<file path="src/rtl/multi_cycle_control_pkg.sv">
// Shared definitions for the multi-cycle MIPS sequencing controller: state
// encoding, opcodes, datapath mux/ALU encodings and opcode classification.
package multi_cycle_control_pkg;

  localparam logic [3:0] S_FETCH  = 4'd0;
  localparam logic [3:0] S_DECODE = 4'd1;
  localparam logic [3:0] S_MEMADR = 4'd2;
  localparam logic [3:0] S_MEMRD  = 4'd3;
  localparam logic [3:0] S_MEMWB  = 4'd4;
  localparam logic [3:0] S_MEMWR  = 4'd5;
  localparam logic [3:0] S_EXEC   = 4'd6;
  localparam logic [3:0] S_ALUWB  = 4'd7;
  localparam logic [3:0] S_ADDIEX = 4'd8;
  localparam logic [3:0] S_ADDIWB = 4'd9;
  localparam logic [3:0] S_BRANCH = 4'd10;
  localparam logic [3:0] S_JUMP   = 4'd11;

  typedef enum logic [3:0] {
    FETCH  = S_FETCH,  DECODE = S_DECODE, MEMADR = S_MEMADR, MEMRD  = S_MEMRD,
    MEMWB  = S_MEMWB,  MEMWR  = S_MEMWR,  EXEC   = S_EXEC,   ALUWB  = S_ALUWB,
    ADDIEX = S_ADDIEX, ADDIWB = S_ADDIWB, BRANCH = S_BRANCH, JUMP   = S_JUMP
  } state_e;

  localparam logic [5:0] OP_RTYPE = 6'b000000;
  localparam logic [5:0] OP_LW    = 6'b100011;
  localparam logic [5:0] OP_SW    = 6'b101011;
  localparam logic [5:0] OP_BEQ   = 6'b000100;
  localparam logic [5:0] OP_BNE   = 6'b000101;
  localparam logic [5:0] OP_ADDI  = 6'b001000;
  localparam logic [5:0] OP_J     = 6'b000010;

  localparam logic [1:0] SRCB_RT      = 2'b00;
  localparam logic [1:0] SRCB_FOUR    = 2'b01;
  localparam logic [1:0] SRCB_IMM     = 2'b10;
  localparam logic [1:0] SRCB_IMM_SH2 = 2'b11;

  localparam logic [1:0] ALUOP_ADD   = 2'b00;
  localparam logic [1:0] ALUOP_SUB   = 2'b01;
  localparam logic [1:0] ALUOP_FUNCT = 2'b10;

  localparam logic [1:0] PCSRC_ALU    = 2'b00;
  localparam logic [1:0] PCSRC_ALUOUT = 2'b01;
  localparam logic [1:0] PCSRC_JUMP   = 2'b10;

  typedef enum logic [2:0] {
    CLS_RTYPE, CLS_MEM, CLS_BRANCH, CLS_ADDI, CLS_JUMP, CLS_ILLEGAL
  } op_class_e;

  typedef struct packed {
    logic       pcen;
    logic       iord;
    logic       memread;
    logic       memwrite;
    logic       irwrite;
    logic       regdst;
    logic       memtoreg;
    logic       regwrite;
    logic       alusrca;
    logic [1:0] alusrcb;
    logic [1:0] aluop;
    logic [1:0] pcsource;
    logic       illegal;
  } ctrl_t;

  function automatic op_class_e classify_op(input logic [5:0] op);
    case (op)
      OP_RTYPE:       return CLS_RTYPE;
      OP_LW, OP_SW:   return CLS_MEM;
      OP_BEQ, OP_BNE: return CLS_BRANCH;
      OP_ADDI:        return CLS_ADDI;
      OP_J:           return CLS_JUMP;
      default:        return CLS_ILLEGAL;
    endcase
  endfunction

endpackage

</file>
<file path="src/rtl/multi_cycle_control_if.sv">
// Controller <-> datapath/memory signal bundle. The controller uses the
// master modport; the datapath side uses slave.
interface multi_cycle_control_if #(parameter int CNT_WIDTH = 32);
  logic [5:0]           opcode;
  logic                 zero;
  logic                 mem_ready;
  logic                 pcen;
  logic                 iord;
  logic                 memread;
  logic                 memwrite;
  logic                 irwrite;
  logic                 regdst;
  logic                 memtoreg;
  logic                 regwrite;
  logic                 alusrca;
  logic [1:0]           alusrcb;
  logic [1:0]           aluop;
  logic [1:0]           pcsource;
  logic                 illegal;
  logic [CNT_WIDTH-1:0] retired;

  modport master (
    input  opcode, zero, mem_ready,
    output pcen, iord, memread, memwrite, irwrite, regdst, memtoreg,
           regwrite, alusrca, alusrcb, aluop, pcsource, illegal, retired
  );

  modport slave (
    output opcode, zero, mem_ready,
    input  pcen, iord, memread, memwrite, irwrite, regdst, memtoreg,
           regwrite, alusrca, alusrcb, aluop, pcsource, illegal, retired
  );
endinterface

</file>
<file path="src/rtl/multi_cycle_control.sv">
// Moore sequencing FSM for the multi-cycle MIPS datapath with a memory ready
// handshake, internally resolved PC enable and a retired-instruction counter.
module multi_cycle_control
  import multi_cycle_control_pkg::*;
#(
  parameter int CNT_WIDTH = 32
) (
  input  logic                  clk,
  input  logic                  rst_n,
  multi_cycle_control_if.master bus
);

  state_e               state_q, state_d;
  logic [CNT_WIDTH-1:0] retired_q, retired_d;
  ctrl_t                ctrl_s;
  ctrl_t                ctrl_out_s;
  logic                 retire_s;
  op_class_e            cls_s;

  assign cls_s = classify_op(bus.opcode);

  // State register and retired-instruction counter
  always_ff @(posedge clk or negedge rst_n) begin
    if (!rst_n) begin
      state_q   <= FETCH;
      retired_q <= '0;
    end else begin
      state_q   <= state_d;
      retired_q <= retired_d;
    end
  end

  // Next-state, output decode and retire detection
  always_comb begin
    state_d  = state_q;
    ctrl_s   = '0;
    retire_s = 1'b0;
    case (state_q)
      FETCH: begin
        ctrl_s.memread = 1'b1;
        ctrl_s.alusrcb = SRCB_FOUR;
        if (bus.mem_ready) begin
          ctrl_s.irwrite = 1'b1;
          ctrl_s.pcen    = 1'b1;
          state_d        = DECODE;
        end else begin
          state_d = FETCH;
        end
      end
      DECODE: begin
        ctrl_s.alusrcb = SRCB_IMM_SH2;
        case (cls_s)
          CLS_RTYPE:  state_d = EXEC;
          CLS_MEM:    state_d = MEMADR;
          CLS_BRANCH: state_d = BRANCH;
          CLS_ADDI:   state_d = ADDIEX;
          CLS_JUMP:   state_d = JUMP;
          default: begin
            ctrl_s.illegal = 1'b1;
            state_d        = FETCH;
          end
        endcase
      end
      MEMADR: begin
        ctrl_s.alusrca = 1'b1;
        ctrl_s.alusrcb = SRCB_IMM;
        if (bus.opcode == OP_SW) begin
          state_d = MEMWR;
        end else begin
          state_d = MEMRD;
        end
      end
      MEMRD: begin
        ctrl_s.iord    = 1'b1;
        ctrl_s.memread = 1'b1;
        if (bus.mem_ready) begin
          state_d = MEMWB;
        end else begin
          state_d = MEMRD;
        end
      end
      MEMWB: begin
        ctrl_s.memtoreg = 1'b1;
        ctrl_s.regwrite = 1'b1;
        state_d         = FETCH;
        retire_s        = 1'b1;
      end
      MEMWR: begin
        ctrl_s.iord     = 1'b1;
        ctrl_s.memwrite = 1'b1;
        if (bus.mem_ready) begin
          state_d  = FETCH;
          retire_s = 1'b1;
        end else begin
          state_d = MEMWR;
        end
      end
      EXEC: begin
        ctrl_s.alusrca = 1'b1;
        ctrl_s.alusrcb = SRCB_RT;
        ctrl_s.aluop   = ALUOP_FUNCT;
        state_d        = ALUWB;
      end
      ALUWB: begin
        ctrl_s.regdst   = 1'b1;
        ctrl_s.regwrite = 1'b1;
        state_d         = FETCH;
        retire_s        = 1'b1;
      end
      ADDIEX: begin
        ctrl_s.alusrca = 1'b1;
        ctrl_s.alusrcb = SRCB_IMM;
        state_d        = ADDIWB;
      end
      ADDIWB: begin
        ctrl_s.regwrite = 1'b1;
        state_d         = FETCH;
        retire_s        = 1'b1;
      end
      BRANCH: begin
        // Branch target was parked in ALUOut during DECODE; rs - rt sets zero
        ctrl_s.alusrca  = 1'b1;
        ctrl_s.alusrcb  = SRCB_RT;
        ctrl_s.aluop    = ALUOP_SUB;
        ctrl_s.pcsource = PCSRC_ALUOUT;
        ctrl_s.pcen     = (bus.opcode == OP_BNE) ? ~bus.zero : bus.zero;
        state_d         = FETCH;
        retire_s        = 1'b1;
      end
      JUMP: begin
        ctrl_s.pcsource = PCSRC_JUMP;
        ctrl_s.pcen     = 1'b1;
        state_d         = FETCH;
        retire_s        = 1'b1;
      end
      default: begin
        state_d = FETCH;
      end
    endcase

    if (retire_s) begin
      retired_d = retired_q + CNT_WIDTH'(1);
    end else begin
      retired_d = retired_q;
    end
  end

  // Reset kills every strobe immediately, including an in-flight memory write
  assign ctrl_out_s = rst_n ? ctrl_s : '0;

  assign bus.pcen     = ctrl_out_s.pcen;
  assign bus.iord     = ctrl_out_s.iord;
  assign bus.memread  = ctrl_out_s.memread;
  assign bus.memwrite = ctrl_out_s.memwrite;
  assign bus.irwrite  = ctrl_out_s.irwrite;
  assign bus.regdst   = ctrl_out_s.regdst;
  assign bus.memtoreg = ctrl_out_s.memtoreg;
  assign bus.regwrite = ctrl_out_s.regwrite;
  assign bus.alusrca  = ctrl_out_s.alusrca;
  assign bus.alusrcb  = ctrl_out_s.alusrcb;
  assign bus.aluop    = ctrl_out_s.aluop;
  assign bus.pcsource = ctrl_out_s.pcsource;
  assign bus.illegal  = ctrl_out_s.illegal;
  assign bus.retired  = retired_q;

endmodule

</file>
<file path="src/flat_wrapper.sv">
// flat-port wrapper written by rule: the top's interface ports become plain ports
module multi_cycle_control_flat import multi_cycle_control_pkg::*;
#(
  parameter int CNT_WIDTH = 32
)
  (clk, rst_n, bus_opcode, bus_zero, bus_mem_ready, bus_pcen, bus_iord, bus_memread, bus_memwrite, bus_irwrite, bus_regdst, bus_memtoreg, bus_regwrite, bus_alusrca, bus_alusrcb, bus_aluop, bus_pcsource, bus_illegal, bus_retired);
  multi_cycle_control_if #(.CNT_WIDTH(CNT_WIDTH)) bus_i ();
  input  logic clk;
  input  logic rst_n;
  input wire logic [$bits(bus_i.opcode)-1:0] bus_opcode;
  input wire logic [$bits(bus_i.zero)-1:0] bus_zero;
  input wire logic [$bits(bus_i.mem_ready)-1:0] bus_mem_ready;
  output wire logic [$bits(bus_i.pcen)-1:0] bus_pcen;
  output wire logic [$bits(bus_i.iord)-1:0] bus_iord;
  output wire logic [$bits(bus_i.memread)-1:0] bus_memread;
  output wire logic [$bits(bus_i.memwrite)-1:0] bus_memwrite;
  output wire logic [$bits(bus_i.irwrite)-1:0] bus_irwrite;
  output wire logic [$bits(bus_i.regdst)-1:0] bus_regdst;
  output wire logic [$bits(bus_i.memtoreg)-1:0] bus_memtoreg;
  output wire logic [$bits(bus_i.regwrite)-1:0] bus_regwrite;
  output wire logic [$bits(bus_i.alusrca)-1:0] bus_alusrca;
  output wire logic [$bits(bus_i.alusrcb)-1:0] bus_alusrcb;
  output wire logic [$bits(bus_i.aluop)-1:0] bus_aluop;
  output wire logic [$bits(bus_i.pcsource)-1:0] bus_pcsource;
  output wire logic [$bits(bus_i.illegal)-1:0] bus_illegal;
  output wire logic [$bits(bus_i.retired)-1:0] bus_retired;
  assign bus_i.opcode = bus_opcode;
  assign bus_i.zero = bus_zero;
  assign bus_i.mem_ready = bus_mem_ready;
  assign bus_pcen = bus_i.pcen;
  assign bus_iord = bus_i.iord;
  assign bus_memread = bus_i.memread;
  assign bus_memwrite = bus_i.memwrite;
  assign bus_irwrite = bus_i.irwrite;
  assign bus_regdst = bus_i.regdst;
  assign bus_memtoreg = bus_i.memtoreg;
  assign bus_regwrite = bus_i.regwrite;
  assign bus_alusrca = bus_i.alusrca;
  assign bus_alusrcb = bus_i.alusrcb;
  assign bus_aluop = bus_i.aluop;
  assign bus_pcsource = bus_i.pcsource;
  assign bus_illegal = bus_i.illegal;
  assign bus_retired = bus_i.retired;
  multi_cycle_control #(.CNT_WIDTH(CNT_WIDTH)) u_core (.clk(clk), .rst_n(rst_n), .bus(bus_i));
endmodule
</file>
<file path="config.mk">
export PLATFORM = sky130hd
export DESIGN_NAME = multi_cycle_control_flat
export DESIGN_NICKNAME = d
export VERILOG_FILES = /design/src/rtl/multi_cycle_control_pkg.sv /design/src/rtl/multi_cycle_control_if.sv /design/src/rtl/multi_cycle_control.sv /design/src/flat_wrapper.sv
export SDC_FILE = /design/constraint.sdc
export NUM_CORES = 1
export LEC_CHECK = 0
export BUFFER_PORTS_ARGS = -buffer_cell sky130_fd_sc_hd__buf_2
export CORE_UTILIZATION = 47
export DETAILED_ROUTE_END_ITERATION = 7
export PLACE_DENSITY = 0.85
export SETUP_SLACK_MARGIN = 0.02
export SKIP_LAST_GASP = 1
export SYNTH_ARGS = -nofsm -noshare
export SYNTH_HDL_FRONTEND = slang
export SYNTH_SLANG_ARGS = --single-unit
</file>
<file path="constraint.sdc">
create_clock -name clk -period 1.92 [get_ports clk]
set_input_delay 0.576 -clock clk [delete_from_list [all_inputs] [get_ports clk]]
set_output_delay 0.576 -clock clk [all_outputs]
set_load 0.03 [all_outputs]
</file>
**After elaboration in Yosys (flattened, before gate mapping)**

Index checks and enable logic that the tools add are counted.
Widths: inputs -> output; s select.

- Bits in registers: 36
- Bits of input ports: 10
- Output and inout bits: 48
- Word-level logic and storage cells: 62

- $add $sub $neg: 1
- Equality and inequality tests: 21
- Multiplexer cells: 25
- Bitwise operators: 1
- Reductions and logical operators: 12

Operators with widths:

| cell | number |
|---|---|
| $add 32x1->32 const B | 1 |
| $pmux 4 s7 | 1 |
| $pmux 4 s5 | 1 |
| $eq 4x3->1 const B | 4 |
| $eq 4x4->1 const B | 4 |
| $mux 16 | 1 |
| $pmux 3 s5 | 1 |
| $mux 1 | 13 |
| $eq 6x3->1 const B | 2 |
| $eq 6x6->1 const B | 2 |
| $reduce_or 2->1 | 5 |
| $reduce_or 5->1 | 2 |
| $mux 3 | 3 |
| $eq 4x2->1 const B | 2 |
| $pmux 2 s2 | 2 |
| $eq 3x2->1 const B | 2 |
| $eq 6x2->1 const B | 1 |
| $eq 6x4->1 const B | 1 |
| $logic_not 6->1 | 1 |
| $pmux 2 s3 | 1 |
| $eq 4x1->1 const B | 1 |
| $logic_not 4->1 | 1 |
| $reduce_or 4->1 | 1 |
| $eq 3x1->1 const B | 1 |
| 6 further kinds | 6 |

**Depth between registers and ports, before layout**

- Depth after elaboration: 8
- Depth in mapped cells: 7

**Worst setup path before layout**

OpenSTA, ideal clock, no wires.

- Kind: register to output
- From: register u_core.state_q[0]
- To: output bus_alusrca
- Data arrival time: 2.313 ns
- Data required time: 1.344 ns
- Setup slack: -0.969 ns
- Stages on the path, launching flop included: 4
- Buffers on the path: 2
- Cells stage by stage: dfrtp_1 > clkbuf_1 > buf_1 > a2111oi_0

- Cells in the longest elaborated chain, start to end: 4
- Elaborated cells between the ends (all ways): 7
- Those cells by class: 4 x eq/ne; 2 x mux; 1 x reduce/logical

RTL lines:

| element | RTL line | text |
|---|---|---|
| from (decl) | multi_cycle_control.sv:13 | `state_e state_q, state_d;` |
| from (signal assigned) | multi_cycle_control.sv:28 | `state_q <= state_d;` |
| $eq 4x2->1, or another cell as far along | multi_cycle_control.sv:38 | `case (state_q)` |
| $reduce_or 4->1 (no line) (*) | n/a |  |
| $mux 1 (*) | multi_cycle_control.sv:38 |  |
| $mux 16 (*) | multi_cycle_control.sv:149 | `assign ctrl_out_s = rst_n ? ctrl_s : '0;` |
| to (decl) | flat_wrapper.sv:21 | `output wire logic [$bits(bus_i.alusrca)-1:0] bus_alusrca;` |

Every way passes the cells marked *; elsewhere a longest branch is shown, timed or not.

**Final worst setup path**

- From: input bus_opcode[2]
- To: output bus_illegal

- Cells in the longest elaborated chain, start to end: 8
- Elaborated cells between the ends (all ways): 19
- Those cells by class: 10 x eq/ne; 4 x mux; 5 x reduce/logical

RTL lines:

| element | RTL line | text |
|---|---|---|
| from (decl) | flat_wrapper.sv:10 | `input wire logic [$bits(bus_i.opcode)-1:0] bus_opcode;` |
| $eq 6x3->1 / $eq 6x6->1 (equally long branches) | multi_cycle_control_pkg.sv:66 | `case (op)` |
| $reduce_or 2->1 | multi_cycle_control_pkg.sv:66 |  |
| $pmux 3 s5 (*) | multi_cycle_control_pkg.sv:66 |  |
| $eq 3x1->1, or another cell as far along | multi_cycle_control.sv:52 | `case (cls_s)` |
| $reduce_or 5->1 (no line) (*) | n/a |  |
| $mux 1 (*) | multi_cycle_control.sv:52 |  |
| $mux 1 (*) | multi_cycle_control.sv:38 |  |
| $mux 16 (*) | multi_cycle_control.sv:149 |  |
| to (decl) | flat_wrapper.sv:25 | `output wire logic [$bits(bus_i.illegal)-1:0] bus_illegal;` |

Marks and branches as above.

==> impl_metrics.csv <==
group,metric,value,unit
critical_path,critical_path_peak_fanout,3,
grt,grt_first_pass_wirelength,9280,um
min_path,hp-class,"primary input to asynchronous set/reset pin",
job,maxCapViolCount,0,
critical_path,reg2reg_slack,-0.17,ns
cts,clock-sinks,36,
cts,clk_path_buf_depth,2,
cells_and_area,fin_cells,385,
floorplan,coreArea,4120,sq um
floorplan,dieHeight,68.5,um
grt,grt_max_degree,22,
logic_synthesis,synth_ff_type,"dfrtp_1",
floorplan,dieWidth,68.5,um
power_and_ir_drop,clockPowerShare,17.3,%
logic_synthesis,syn_avg_cell_area,9.54,sq um
critical_path,endpoint_kind,"output port",
place,port_buffers,57,
cts,cts_root_buffer,"clkbuf_8",
logic_synthesis,netlist_instances,218,
drt,drtIter0Drc,87,
timing,hold_viol,0,
timing,tightest_slew,0.402,ns
cts,cts_tree,"done",
timing,fmax,0.462,GHz
logic_synthesis,yosysMostFrequentCell,"dfrtp_1",
power_and_ir_drop,combPwrFrac,54.4,%
outcome,violations,"setup timing",
logic_synthesis,synth_top_area_share,43.3,%
cells_and_area,area_growth,57.3,%
cts,cts_buffers,5,
cells_and_area,finalNetCount,345,
critical_path,cp.arrival,1.59,ns
grt,grt_util_all_layers,27.2,%
timing,max_slew_margin,72.5,%
logic_synthesis,ys_types,47,
cts,holdBufCountCts,0,
cts,insertion_delay,0.29,ns
drt,drt-pass1-iter-count,4,
outcome,outcome,"complete, but fails checks",
power_and_ir_drop,seqPwrFrac,28.3,%
timing,rsz0062_at_grt,"true",
drt,post_drt_wl_per_cell,15.3,um
drt,ant_nets,0,
floorplan,io_pins,58,
power_and_ir_drop,finalPower,0.00343,W
logic_synthesis,yosys_warnings,0,
timing,setup_viol,39,
power_and_ir_drop,internal_power,0.00205,W
grt,grt_pass1_vias,2036,
logic_synthesis,yosysSeqAreaShare,43.3,%
drt,vias_per_cell,5.37,
critical_path,start_kind,"primary input",
logic_synthesis,yosys-top-cells-count,"dfrtp_1 (36), nor2_1 (25), xnor2_1 (19)",
logic_synthesis,synth_nets,229,
critical_path,cp_data_required_time,1.34,ns
logic_synthesis,yosysTopAreaCell,"dfrtp_1",
cts,path_clk_slew,0.07,ns
power_and_ir_drop,switching_share,40.1,%
logic_synthesis,synth_edf_count,0,
power_and_ir_drop,p_switching,0.00137,W
timing,skew,0.00605,ns
place,place_inst,363,
power_and_ir_drop,p_leak,1.69,nW
logic_synthesis,synthTopCellsByArea,"dfrtp_1 (43%), xnor2_1 (8.0%), xor2_1 (6.3%), nor2_1 (4.5%), nand2_1 (3.1%)",
cts,h-tree-depth,2,
cells_and_area,drive_gt1_share,50.4,%
power_and_ir_drop,peakVddDrop,937,uV
floorplan,die-area,4690,sq um
timing,setup_slack,-0.243,ns
timing,finalCriticalPeriod,2.16,ns
floorplan,std_cell_rows,23,
drt,vias,2068,
floorplan,initial_core_util,50.5,%
grt,gr-total-overflow,0,
timing,min_period_over_period,113,%
cells_and_area,n_antenna_cell,0,
place,gp_congestion,0.908,
grt,antenna_found_initial,0,
logic_synthesis,ys_async_sr_fraction,100,%
place,dp_hpwl,3950,um
logic_synthesis,synth_area,2080,sq um
power_and_ir_drop,powerDensity,1050,nW/um^2
drt,drc_errors,0,
timing,drv_slew,0,
drt,totalWireLength,5890,um
logic_synthesis,ys_ff_latch,36,
critical_path,crit_type,"primary input to output port",
-- state kept, by name, indices dropped and copies added (netlist names) --
register,flops
u_core.bus.retired,32
u_core.state_q,4
-- critical path: stages --
cell      delay [ns]
buf_2           0.11
nor2b_4         0.12
a21o_1          0.17
a21o_1          0.20
a211oi_4        0.24
buf_6           0.16
-- cell families (layout without fill, tap and decap cells) --
| kind of cell | Yosys count | after routing | share of synthesized area, % |
|---|---|---|---|
| AO/OA/AOI/OAI | 21 | 21 | 7.76 |
| adder cells (fa/ha/maj) | 1 | 1 | 0.602 |
| XOR/XNOR | 36 | 36 | 15.9 |
| buffers and inverters | 16 | 133 | 3.37 |
| multiplexers | 2 | 2 | 1.02 |
| flip-flops | 36 | 36 | 43.3 |
| AND/OR/NAND/NOR | 106 | 106 | 28.0 |
-- per-stage QoR --
step / setup slack (ns) / area [sq um] / TNS, ns / hold WS, ns / utilization (%)
finish: -0.243 / 3270 / -4.15 / 0.240 / 79.5
global route: -0.311 / 3270 / -7.66 / 0.227 / 79.5
CTS: -0.226 / 3190 / -2.68 / 0.233 / 77.5
detailed placement: -0.303 / 2840 / -2.83 / 0.461 / 68.9
global placement: -0.250 / 2840 / -2.18 / 0.451 / 68.9
floorplan: -0.143 / 2190 / -0.718 / 0.280 / -
-- power by group through the flow --
| stage | Sequential, W | Combinational, W | Clock (W) |
|---|---|---|---|
| after floorplan | 0.00103 | 0.000865 | 0 |
| after global placement | 0.000976 | 0.00141 | 0 |
| after detailed placement | 0.000982 | 0.00144 | 0 |
| after CTS | 0.000969 | 0.00176 | 0.000598 |
| after global routing | 0.000988 | 0.00198 | 0.000641 |
| final | 0.000969 | 0.00187 | 0.000592 |
-- final timing paths --
| check | start | end | depth (start not counted) |
|---|---|---|---|
| max | bus_opcode[2] | bus_illegal | 6 |
| min | rst_n | u_core.state_q[1]$_DFF_PN0_ | 2 |
| max reg2reg | u_core.state_q[3]$_DFF_PN0_ | u_core.bus.retired[23]$_DFFE_PN0P_ | 8 |
| min reg2reg | u_core.bus.retired[31]$_DFFE_PN0P_ | u_core.bus.retired[31]$_DFFE_PN0P_ | 1 |
| max in group asynchronous | rst_n | u_core.bus.retired[4]$_DFFE_PN0P_ | 3 |
| min in group clk | u_core.bus.retired[31]$_DFFE_PN0P_ | u_core.bus.retired[31]$_DFFE_PN0P_ | 1 |
-- layout make-up --
class,count,area (sq um)
multi-input combinational,166,1340
tap,50,62.6
fill,271,845
inverter,7,26.3
sequential,36,910
timing repair buffer,118,831
clock buffer,8,100
-- routing by layer --
metal  routed length (um)  global-route usage, %  vias up
met5                    0                      0        -
met4                  177                   11.7        0
met3                  254                   4.61       17
met2                 3160                   51.2       74
met1                 2300                   29.6      989
li1                     -                      -      988
-- cells in the final DEF (no fill, tap or decap), drive strengths merged, types with 2 or more instances in the layout --
master | Yosys | layout
nand2b | 4 | 4
nand4 | 8 | 8
a2111oi | 2 | 2
buf | 5 | 118
nor3 | 13 | 13
dfrtp | 36 | 36
and3 | 6 | 6
o21ai | 3 | 3
xnor2 | 20 | 20
nor2b | 2 | 2
nor2 | 25 | 25
nand2 | 17 | 17
xor2 | 16 | 16
a21o | 2 | 2
clkbuf | 4 | 8
nand4b | 2 | 2
nor4 | 5 | 5
and2 | 3 | 3
and4 | 3 | 3
a21oi | 5 | 5
inv | 7 | 7
nand3 | 12 | 12
-- repair_timing --
| item | CTS | global route |
|---|---|---|
| buffers inserted | 11 | 3 |
| setup endpoints to repair | 32 | 47 |
| resized for setup | 46 | 10 |
| pin swaps | 13 | 6 |
Note: power is estimated with default switching activity, not from simulation.
